`config.mk`:
```
export PLATFORM = sky130hd
export DESIGN_NAME = alu_issue_ctrl_flat
export DESIGN_NICKNAME = d
export VERILOG_FILES = /design/src/rtl/alu_issue_ctrl_pkg.sv /design/src/rtl/alu_issue_ctrl_if.sv /design/src/rtl/alu_issue_ctrl_decode.sv /design/src/rtl/alu_issue_ctrl.sv /design/src/flat_wrapper.sv
export SDC_FILE = /design/constraint.sdc
export NUM_CORES = 1
export LEC_CHECK = 0
export BUFFER_PORTS_ARGS = -buffer_cell sky130_fd_sc_hd__buf_2
export CORE_UTILIZATION = 35
export DETAILED_ROUTE_END_ITERATION = 8
export PLACE_DENSITY = 0.68
export SETUP_SLACK_MARGIN = 0.4
export SLEW_MARGIN = 25
export SYNTH_ARGS = -nofsm -noshare
export SYNTH_HDL_FRONTEND = slang
export SYNTH_SLANG_ARGS = --single-unit
export TNS_END_PERCENT = 50
```
`constraint.sdc`:
```
create_clock -name clk -period 1.3 [get_ports clk]
set_input_delay 0.13 -clock clk [delete_from_list [all_inputs] [get_ports clk]]
set_output_delay 0.13 -clock clk [all_outputs]
set_load 0.01 [all_outputs]
```
`src/rtl/alu_issue_ctrl_pkg.sv`:
```
// alu_issue_ctrl_pkg: ALU function codes, controller states and MIPS opcode/funct constants
package alu_issue_ctrl_pkg;
    typedef enum logic [2:0] {
        F_AND = 3'b000,
        F_OR  = 3'b001,
        F_ADD = 3'b010,
        F_SUB = 3'b110,
        F_SLT = 3'b111
    } alu_f_t;
    typedef enum logic [1:0] {IDLE, EXEC, RESP} state_t;
    localparam logic [5:0] OP_RTYPE = 6'h00;
    localparam logic [5:0] OP_BEQ   = 6'h04;
    localparam logic [5:0] OP_ADDI  = 6'h08;
    localparam logic [5:0] OP_ADDIU = 6'h09;
    localparam logic [5:0] OP_SLTI  = 6'h0A;
    localparam logic [5:0] OP_ANDI  = 6'h0C;
    localparam logic [5:0] OP_ORI   = 6'h0D;
    localparam logic [5:0] FN_ADD   = 6'h20;
    localparam logic [5:0] FN_ADDU  = 6'h21;
    localparam logic [5:0] FN_SUB   = 6'h22;
    localparam logic [5:0] FN_SUBU  = 6'h23;
    localparam logic [5:0] FN_AND   = 6'h24;
    localparam logic [5:0] FN_OR    = 6'h25;
    localparam logic [5:0] FN_SLT   = 6'h2A;
    function automatic logic [31:0] sext16(input logic [15:0] v);
        return {{16{v[15]}}, v};
    endfunction
    function automatic logic [31:0] zext16(input logic [15:0] v);
        return {16'h0000, v};
    endfunction
endpackage

```
`src/rtl/alu_issue_ctrl_if.sv`:
```
// alu_issue_ctrl_if: request and result valid/ready channels of the ALU issue controller
interface alu_issue_ctrl_if;
    logic        in_valid;
    logic        in_ready;
    logic [5:0]  in_op;
    logic [5:0]  in_funct;
    logic [31:0] in_a;
    logic [31:0] in_b;
    logic [15:0] in_imm;
    logic        res_valid;
    logic        res_ready;
    logic [31:0] res_y;
    logic        res_zero;
    logic        res_trap;
    logic        res_illegal;
    modport master (
        output in_valid, in_op, in_funct, in_a, in_b, in_imm, res_ready,
        input  in_ready, res_valid, res_y, res_zero, res_trap, res_illegal
    );
    modport slave (
        input  in_valid, in_op, in_funct, in_a, in_b, in_imm, res_ready,
        output in_ready, res_valid, res_y, res_zero, res_trap, res_illegal
    );
endinterface

```
`src/rtl/alu_issue_ctrl_decode.sv`:
```
// alu_issue_ctrl_decode: opcode/funct to ALU F code, operand B extension, trap enable and illegal flag
module alu_issue_ctrl_decode
    import alu_issue_ctrl_pkg::*;
(
    input  logic [5:0]  i_op,
    input  logic [5:0]  i_funct,
    input  logic [15:0] i_imm,
    input  logic [31:0] i_b,
    output alu_f_t      o_f,
    output logic [31:0] o_b_ext,
    output logic        o_trap_en,
    output logic        o_illegal
);
    always_comb begin
        o_f       = F_AND;
        o_b_ext   = i_b;
        o_trap_en = 1'b0;
        o_illegal = 1'b0;
        case (i_op)
            OP_RTYPE: begin
                case (i_funct)
                    FN_ADD:  begin o_f = F_ADD; o_trap_en = 1'b1; end
                    FN_ADDU: o_f = F_ADD;
                    FN_SUB:  begin o_f = F_SUB; o_trap_en = 1'b1; end
                    FN_SUBU: o_f = F_SUB;
                    FN_AND:  o_f = F_AND;
                    FN_OR:   o_f = F_OR;
                    FN_SLT:  o_f = F_SLT;
                    default: o_illegal = 1'b1;
                endcase
            end
            OP_ADDI:  begin o_f = F_ADD; o_b_ext = sext16(i_imm); o_trap_en = 1'b1; end
            OP_ADDIU: begin o_f = F_ADD; o_b_ext = sext16(i_imm); end
            OP_SLTI:  begin o_f = F_SLT; o_b_ext = sext16(i_imm); end
            OP_ANDI:  begin o_f = F_AND; o_b_ext = zext16(i_imm); end
            OP_ORI:   begin o_f = F_OR;  o_b_ext = zext16(i_imm); end
            OP_BEQ:   o_f = F_SUB;
            default:  o_illegal = 1'b1;
        endcase
    end
endmodule

```
`src/rtl/alu_issue_ctrl.sv`:
```
// alu_issue_ctrl: issues decoded MIPS ALU ops to an external ALU and returns registered results.
// Define ALU_ISSUE_PERF_EN to build the perf_ops/perf_traps counters; otherwise they read 0.
module alu_issue_ctrl
    import alu_issue_ctrl_pkg::*;
#(
    parameter int CNT_W = 32
) (
    input  logic             clk,
    input  logic             rst_n,
    alu_issue_ctrl_if.slave  bus,
    output logic [31:0]      alu_a,
    output logic [31:0]      alu_b,
    output logic [2:0]       alu_f,
    input  logic [31:0]      alu_y,
    input  logic             alu_zero,
    input  logic             alu_of,
    output logic [CNT_W-1:0] perf_ops,
    output logic [CNT_W-1:0] perf_traps
);
    state_t      r_state;
    logic [31:0] r_a, r_b, r_y;
    alu_f_t      r_f;
    logic        r_trap_en, r_op_illegal;
    logic        r_valid, r_zero, r_trap, r_illegal;
    alu_f_t      w_f;
    logic [31:0] w_b_ext;
    logic        w_trap_en, w_illegal, w_accept, w_trap;

    alu_issue_ctrl_decode u_decode (
        .i_op      (bus.in_op),
        .i_funct   (bus.in_funct),
        .i_imm     (bus.in_imm),
        .i_b       (bus.in_b),
        .o_f       (w_f),
        .o_b_ext   (w_b_ext),
        .o_trap_en (w_trap_en),
        .o_illegal (w_illegal)
    );

    assign bus.in_ready    = (r_state == IDLE) || (r_state == RESP && bus.res_ready);
    assign w_accept        = bus.in_valid && bus.in_ready;
    assign w_trap          = r_trap_en && alu_of;
    assign alu_a           = r_a;
    assign alu_b           = r_b;
    assign alu_f           = r_f;
    assign bus.res_valid   = r_valid;
    assign bus.res_y       = r_y;
    assign bus.res_zero    = r_zero;
    assign bus.res_trap    = r_trap;
    assign bus.res_illegal = r_illegal;

    // Operand registers only load on accept, so the ALU inputs hold outside EXEC.
    always_ff @(posedge clk or negedge rst_n) begin
        if (!rst_n) begin
            r_state      <= IDLE;
            r_a          <= '0;
            r_b          <= '0;
            r_f          <= F_AND;
            r_trap_en    <= 1'b0;
            r_op_illegal <= 1'b0;
            r_valid      <= 1'b0;
            r_y          <= '0;
            r_zero       <= 1'b0;
            r_trap       <= 1'b0;
            r_illegal    <= 1'b0;
        end else begin
            if (w_accept) begin
                r_a          <= bus.in_a;
                r_b          <= w_b_ext;
                r_f          <= w_f;
                r_trap_en    <= w_trap_en;
                r_op_illegal <= w_illegal;
            end
            case (r_state)
                IDLE: if (w_accept) r_state <= EXEC;
                EXEC: begin
                    r_state   <= RESP;
                    r_valid   <= 1'b1;
                    r_illegal <= r_op_illegal;
                    r_trap    <= !r_op_illegal && w_trap;
                    r_zero    <= !r_op_illegal && alu_zero;
                    r_y       <= (r_op_illegal || w_trap) ? 32'h0 : alu_y;
                end
                RESP: if (bus.res_ready) begin
                    r_valid <= 1'b0;
                    r_state <= bus.in_valid ? EXEC : IDLE;
                end
                default: r_state <= IDLE;
            endcase
        end
    end

`ifdef ALU_ISSUE_PERF_EN
    logic [CNT_W-1:0] r_ops, r_traps;
    logic             w_done;
    assign w_done = r_valid && bus.res_ready;
    always_ff @(posedge clk or negedge rst_n) begin
        if (!rst_n) begin
            r_ops   <= '0;
            r_traps <= '0;
        end else if (w_done) begin
            r_ops   <= r_ops + CNT_W'(1);
            r_traps <= r_traps + CNT_W'(r_trap);
        end
    end
    assign perf_ops   = r_ops;
    assign perf_traps = r_traps;
`else
    assign perf_ops   = '0;
    assign perf_traps = '0;
`endif
endmodule
```
`src/flat_wrapper.sv`:
```
// flat-port wrapper written by rule: the top's interface ports become plain ports
module alu_issue_ctrl_flat import alu_issue_ctrl_pkg::*;
#(
    parameter int CNT_W = 32
)
  (clk, rst_n, alu_a, alu_b, alu_f, alu_y, alu_zero, alu_of, perf_ops, perf_traps, bus_in_valid, bus_in_op, bus_in_funct, bus_in_a, bus_in_b, bus_in_imm, bus_res_ready, bus_in_ready, bus_res_valid, bus_res_y, bus_res_zero, bus_res_trap, bus_res_illegal);
  alu_issue_ctrl_if bus_i ();
  input  logic clk;
  input  logic rst_n;
  output logic [31:0] alu_a;
  output logic [31:0] alu_b;
  output logic [2:0] alu_f;
  input  logic [31:0] alu_y;
  input  logic alu_zero;
  input  logic alu_of;
  output logic [CNT_W-1:0] perf_ops;
  output logic [CNT_W-1:0] perf_traps;
  input wire logic [$bits(bus_i.in_valid)-1:0] bus_in_valid;
  input wire logic [$bits(bus_i.in_op)-1:0] bus_in_op;
  input wire logic [$bits(bus_i.in_funct)-1:0] bus_in_funct;
  input wire logic [$bits(bus_i.in_a)-1:0] bus_in_a;
  input wire logic [$bits(bus_i.in_b)-1:0] bus_in_b;
  input wire logic [$bits(bus_i.in_imm)-1:0] bus_in_imm;
  input wire logic [$bits(bus_i.res_ready)-1:0] bus_res_ready;
  output wire logic [$bits(bus_i.in_ready)-1:0] bus_in_ready;
  output wire logic [$bits(bus_i.res_valid)-1:0] bus_res_valid;
  output wire logic [$bits(bus_i.res_y)-1:0] bus_res_y;
  output wire logic [$bits(bus_i.res_zero)-1:0] bus_res_zero;
  output wire logic [$bits(bus_i.res_trap)-1:0] bus_res_trap;
  output wire logic [$bits(bus_i.res_illegal)-1:0] bus_res_illegal;
  assign bus_i.in_valid = bus_in_valid;
  assign bus_i.in_op = bus_in_op;
  assign bus_i.in_funct = bus_in_funct;
  assign bus_i.in_a = bus_in_a;
  assign bus_i.in_b = bus_in_b;
  assign bus_i.in_imm = bus_in_imm;
  assign bus_i.res_ready = bus_res_ready;
  assign bus_in_ready = bus_i.in_ready;
  assign bus_res_valid = bus_i.res_valid;
  assign bus_res_y = bus_i.res_y;
  assign bus_res_zero = bus_i.res_zero;
  assign bus_res_trap = bus_i.res_trap;
  assign bus_res_illegal = bus_i.res_illegal;
  alu_issue_ctrl #(.CNT_W(CNT_W)) u_core (.clk(clk), .rst_n(rst_n), .bus(bus_i), .alu_a(alu_a), .alu_b(alu_b), .alu_f(alu_f), .alu_y(alu_y), .alu_zero(alu_zero), .alu_of(alu_of), .perf_ops(perf_ops), .perf_traps(perf_traps));
endmodule
```
# ---- After elaboration in Yosys (flattened, before gate mapping)
# Index checks and enable logic that the tools add are counted.
dict set report word_totals {
  ff_bits 107
  wordCells 63
}
dict set report op_classes {
  n_reduce_logical 21
  n_mux 14
  n_eq_ne 17
}
# op count
set op_table {}
lappend op_table {{$pmux W32 S2} 1}
lappend op_table {{$eq A6 B6 Y1 const B} 7}
lappend op_table {{$mux W32} 1}
lappend op_table {{$eq A6 B4 Y1 const B} 5}
lappend op_table {{$pmux W3 S5} 1}
lappend op_table {{$pmux W3 S4} 1}
lappend op_table {{$reduce_or A2 Y1} 5}
lappend op_table {{$reduce_or A7 Y1} 1}
lappend op_table {{$eq A6 B3 Y1 const B} 1}
lappend op_table {{$logic_not A6 Y1} 1}
lappend op_table {{$pmux W1 S2} 3}
lappend op_table {{$pmux W2 S3} 1}
lappend op_table {{$reduce_or A6 Y1} 1}
lappend op_table {{$logic_and A1 B1 Y1} 5}
lappend op_table {{$mux W1} 4}
lappend op_table {{$mux W2} 2}
lappend op_table {{$reduce_and A2 Y1} 2}
lappend op_table {{$reduce_or A3 Y1} 1}
lappend op_table {{$eq A2 B1 Y1 const B} 1}
lappend op_table {{$eq A2 B2 Y1 const B} 1}
lappend op_table {{$logic_not A2 Y1} 1}
lappend op_table {{$logic_or A1 B1 Y1} 2}
lappend op_table {{$ne A2 B1 Y1 const B} 1}
lappend op_table {{$ne A2 B2 Y1 const B} 1}
lappend op_table {{other kinds (2)} 2}

# ---- Logic depth before layout (Yosys ltp)
dict set report depth {
  word_depth 6
  depth_mapped 6
  depth_no_buf 5
}

# ---- By module
# A second synthesis with hierarchy kept.
dict set report hier_totals {
  cells_unflattened 453
  hier_area_um2 5218.8
}
# mod area_each_um2 cells_each instances seq_area_each_um2
set by_module_without_submodules {}
lappend by_module_without_submodules {alu_issue_ctrl 4578.1 373 1 2677.6}
lappend by_module_without_submodules {alu_issue_ctrl_decode 640.6 80 1 0.0}

# ---- Worst setup path after synthesis
# Ideal clock, no wire load.
dict set report synth_timing {
  kind {reg-to-reg}
  start {reg u_core.r_state[0]}
  end {reg u_core.r_b[22], in the netlist u_core.alu_b[22]}
  slack_ns 0.042
  setup_time_ns 0.121
  synth_period_minus_slack_ns 1.258
  required_ns 1.179
  arrival_ns 1.137
  path_stages_with_launch 6
  cell_sequence {dfrtp_1 nor2b_1 nand2_2 a41oi_4 buf_6 a21oi_1}
}
dict set report synth_via {
  elab_chain_len 4
  word_cells_on_any_way 5
  cone_classes {eq/ne: 1; reduce/logical: 4}
}
# item line
set synth_rtl {}
lappend synth_rtl {{start, declared} alu_issue_ctrl.sv:20} ;# state_t r_state;
lappend synth_rtl {{start signal, assigned} alu_issue_ctrl.sv:86} ;# r_state <= bus.in_valid ? EXEC : IDLE;
lappend synth_rtl {{$eq A2 B2 Y1} alu_issue_ctrl.sv:40} ;# assign bus.in_ready = (r_state == IDLE) || (r_state == RESP && bus.res_ready);
lappend synth_rtl {{$logic_and A1 B1 Y1} alu_issue_ctrl.sv:40}
lappend synth_rtl {{$logic_or A1 B1 Y1 (*)} alu_issue_ctrl.sv:40}
lappend synth_rtl {{$logic_and A1 B1 Y1 (*)} alu_issue_ctrl.sv:41} ;# assign w_accept = bus.in_valid && bus.in_ready;
lappend synth_rtl {{end signal, assigned} alu_issue_ctrl.sv:69} ;# r_b <= w_b_ext;
lappend synth_rtl {{end, declared} alu_issue_ctrl.sv:21} ;# logic [31:0] r_a, r_b, r_y;
# Every way passes the cells marked *; elsewhere a longest branch is shown, timed or not.
# A chain may end at the register's enable or synchronous reset.

# ---- Worst setup path in the final report
dict set report layout_timing {
  start {reg u_core.r_state[1]}
  end {reg u_core.r_f[2], in the netlist u_core.alu_f[2]}
}
dict set report layout_via {
  elab_chain_len 4
  word_cells_on_any_way 5
  cone_classes {eq/ne: 1; reduce/logical: 4}
}
# item line
set layout_rtl {}
lappend layout_rtl {{$eq A2 B2 Y1} alu_issue_ctrl.sv:40}
lappend layout_rtl {{$logic_and A1 B1 Y1} alu_issue_ctrl.sv:40}
lappend layout_rtl {{$logic_or A1 B1 Y1 (*)} alu_issue_ctrl.sv:40}
lappend layout_rtl {{$logic_and A1 B1 Y1 (*)} alu_issue_ctrl.sv:41}
lappend layout_rtl {{end signal, assigned} alu_issue_ctrl.sv:70} ;# r_f <= w_f;
lappend layout_rtl {{end, declared} alu_issue_ctrl.sv:22} ;# alu_f_t r_f;
# Marked as above.

==> key figures <==
Run status
  – Status: complete, but fails checks
  – Violated checks: setup timing

Logic synthesis
  – Gate count after technology mapping: 489
  – Ys flop type: dfrtp_1
  – Ranking of synthesized cells by area: dfrtp_1, nand2_1, buf_4
  – Asr flop ratio synth: 100.0%
  – Post-Syn Area: 0.004994 mm^2
  – Yosys top cell by area: dfrtp_1
  – Count leader, synth: nand2_1
  – Mean post-synth cell area: just over 10 um^2
  – Post-synth EDFFs: 0
  – Cell variety after synth: 44
  – Synthesized flop and latch total: around 110
  – Yosys warns: 0
  – Synth top area share: 53.62%
  – Sequential area share after synthesis: a little over half
  – Synth cell count leaders: nand2_1, dfrtp_1, buf_4, a22o_1

Power
  – Sequential power share: 40.8%
  – Sw power: roughly 3.6 mW
  – PD cells: 1342 mW/mm^2
  – Clock power frac: between 20% and 30%
  – Int Pwr: 7.283 mW
  – Pleak: 4.397 nW
  – Combinational fraction of design power: 34.4%
  – Switching Share: 32.87%
  – VDD IR max: approximately 0.65 mV

Setup path
  – Crit path required time: 1.54 ns
  – Cell count of the worst reg-to-reg path: 5
  – Critical path's slowest cell: dfrtp_1
  – Crit. End Element: register
  – CP Cell Sequence: nand2b_1 -> nand2_4 -> buf_6 -> clkbuf_16 -> a22o_1
  – Worst stage delay on the critical path: around 0.39 ns
  – Reg2Reg Launch Point: u_core.r_state[1]
  – Worst r2r dst: u_core.alu_f[2]
  – Crit start category: register
  – WS Path Type: register to register
  – R2R Setup Slk: -0.003 ns
  – Crit-path max FO: 8
  – Worst EP arrival: 1.54 ns

Timing
  – Final WS setup: -0.002507 ns
  – Hold slack: ~0.0089 ns
  – Final Hold Fails: 0
  – Max Clock Freq: 0.7678 GHz
  – Final Cycle Share: 100.2%
  – Crit path time final: 1.303 ns
  – Layout Skew: 0.01477 ns
  – Max-slew violation count: 0
  – Sum of negative setup slack: -0.005590 ns
  – Final setup violation count: 3
  – RSZ-0062 raised after global routing: yes

Global routing
  – Vias in the first global route: 4,317
  – Global-route wire length before repair: 21,670 um
  – GRT Util Overall: 19.30%
  – Largest net degree at the start of global routing: 67
  – Overflow after GRT: 0
  – Initial antenna violation count: 0

Die
  – Core Rows: 43
  – Core Region: 0.01388 mm^2
  – Die area: roughly 0.015 mm^2
  – Initial Util: 35.97%
  – Die height: about 120 um
  – Die Width: 121.4 um
  – Num ports: around 300

Final layout
  – Layout cells sized above 1: 42.21%
  – Nets: 959
  – Final non-filler cell area: 0.008085 mm^2
  – Area growth, synth to finish: 61.91%
  – Fillers: 1,121
  – Ant diodes: 0

Placement
  – Final GP Congestion: 0.7569
  – # port buffers: 233
  – DP Area: around 0.0062 mm^2
  – DP Wirelength: 8767 um

Job
  – Maxcap violations: 0

Clock network
  – CTS tree: yes
  – Root Buffer: clkbuf_16
  – Worst-path clk slew: 0.07 ns
  – Num Clock Sinks: 107
  – Clk Latency, worst-skew pair: 0.36 ns
  – Deepest clock path buffer count: 2
  – Htree depth: 3
  – Inserted Clock Buffers: 9

Routing
  – Post-route ant nets: 0
  – WL final: 15,440 um
  – Via density: 4.535
  – DRT Pass-1 Iters: 4
  – Post-route DRC: 0
  – DRT iter0 DRCs: 212
  – Via count: 4,598
  – Avg WL per Cell: roughly 15 um

Min path
  – Source of the worst hold timing path: alu_y[21]
  – Hold depth: 2
  – Worst min path class: primary input to register
  – Hold EP: u_core.bus.res_y[21]
## power groups by stage
stage / registers, mW / logic (mW) / clock network, mW
3_5_place_dp: 4.42 / 2.61 / 0
4_1_cts: 4.40 / 3.27 / 2.78
6_report: 4.42 / 3.73 / 2.69
2_1_floorplan: 4.75 / 1.15 / 0
5_1_grt: 4.49 / 4.03 / 2.90
3_3_place_gp: 4.42 / 2.56 / 0
## cell usage in the layout, fill, tap and decap left out, drive strengths merged, types with 3 or more instances in the layout
cell type | Yosys | final
clkbuf | 4 | 13
mux2i | 16 | 16
buf | 87 | 284
o21ai | 24 | 24
dlygate4sd3 | 0 | 69
a21oi | 18 | 18
nand2b | 6 | 6
nor2 | 22 | 22
inv | 5 | 8
nor3b | 4 | 4
clkinv | 0 | 3
a22o | 35 | 35
nand2 | 135 | 135
conb | 1 | 64
dfrtp | 107 | 107
## kinds of logic after synthesis
family	after synthesis	share of synthesized area (%)
AOI/OAI and AO/OA	88	12.90
buffers and inverters	96	13.83
DFF	107	53.62
muxes	17	3.433
other	1	0.07510
and+or+nand+nor	180	16.14
## worst max-delay path by stage
| stage | start | end | depth (start not counted) |
|---|---|---|---|
| after floorplan | u_core.r_state[0] | u_core.alu_b[22] | 5 |
| after global placement | bus_in_op[2] | u_core.alu_f[1] | 5 |
| after detailed placement | u_core.r_state[0] | u_core.alu_b[23] | 6 |
| after CTS | u_core.r_state[0] | u_core.alu_b[31] | 6 |
| after global routing | u_core.r_state[0] | u_core.alu_b[29] | 6 |
| final | u_core.r_state[1] | u_core.alu_f[2] | 5 |
## through the flow
stage                     util (%)  instances  power, mW  worst slack [ns]
after detailed placement     44.74        895      7.030          -0.04610
after floorplan                  -        552      5.896           0.04543
after global routing         58.25       1014      11.42          -0.07160
final                        58.25       1014      10.85         -0.002507
after global placement       44.74        895      6.979         -0.001564
after CTS                    55.43       1000      10.45         -0.005577
## sequential cells by signal (all words and copies together), names as in the netlist
register and cells:
u_core.bus.res_illegal 1, u_core.bus.res_valid 1, u_core.r_op_illegal 1, u_core.alu_b 32, u_core.bus.res_trap 1, u_core.r_trap_en 1
u_core.bus.res_zero 1, u_core.alu_a 32, u_core.r_state 2, u_core.bus.res_y 32, u_core.alu_f 3
## cell type report
class / instances / area (um^2) / area share, %
inverters: 5 / 26.28 / 0.3250
clock buffers: 9 / 225.2 / 2.786
well taps: 180 / 225.2 / 2.786
multi-input cells: 349 / 2029 / 25.10
flip-flops and latches: 107 / 2678 / 33.12
repair buffers: 357 / 2831 / 35.02
clock inverters: 7 / 70.07 / 0.8666
## layer usage
layer | vias up | global-route usage [%] | wire, um
met5 | - | 0 | 0
met4 | 0 | 8.025 | 332
li1 | 2192 | - | -
met2 | 213 | 33.13 | 7823
met3 | 22 | 3.900 | 938
met1 | 2171 | 23.44 | 6349
## worst max-delay path: cells and delay by family (launching register included)
| family | cells | cell delay [ns] |
|---|---|---|
| DFF | 1 | 0.39 |
| AOI/OAI and AO/OA | 1 | 0.22 |
| buffers and inverters | 2 | 0.32 |
| and+or+nand+nor | 2 | 0.25 |
## timing repair
action | in CTS | in global routing
hold buffers | 69 | 0
gates resized for setup | 59 | 47
pin swaps | 2 | 11
endpoints found under the setup margin | 210 | 239
endpoints found under the hold margin | 175 | 0
setup buffers | 12 | 10
gates cloned | 8 | 4
No activity file was read; power rests on OpenSTA's default activity.
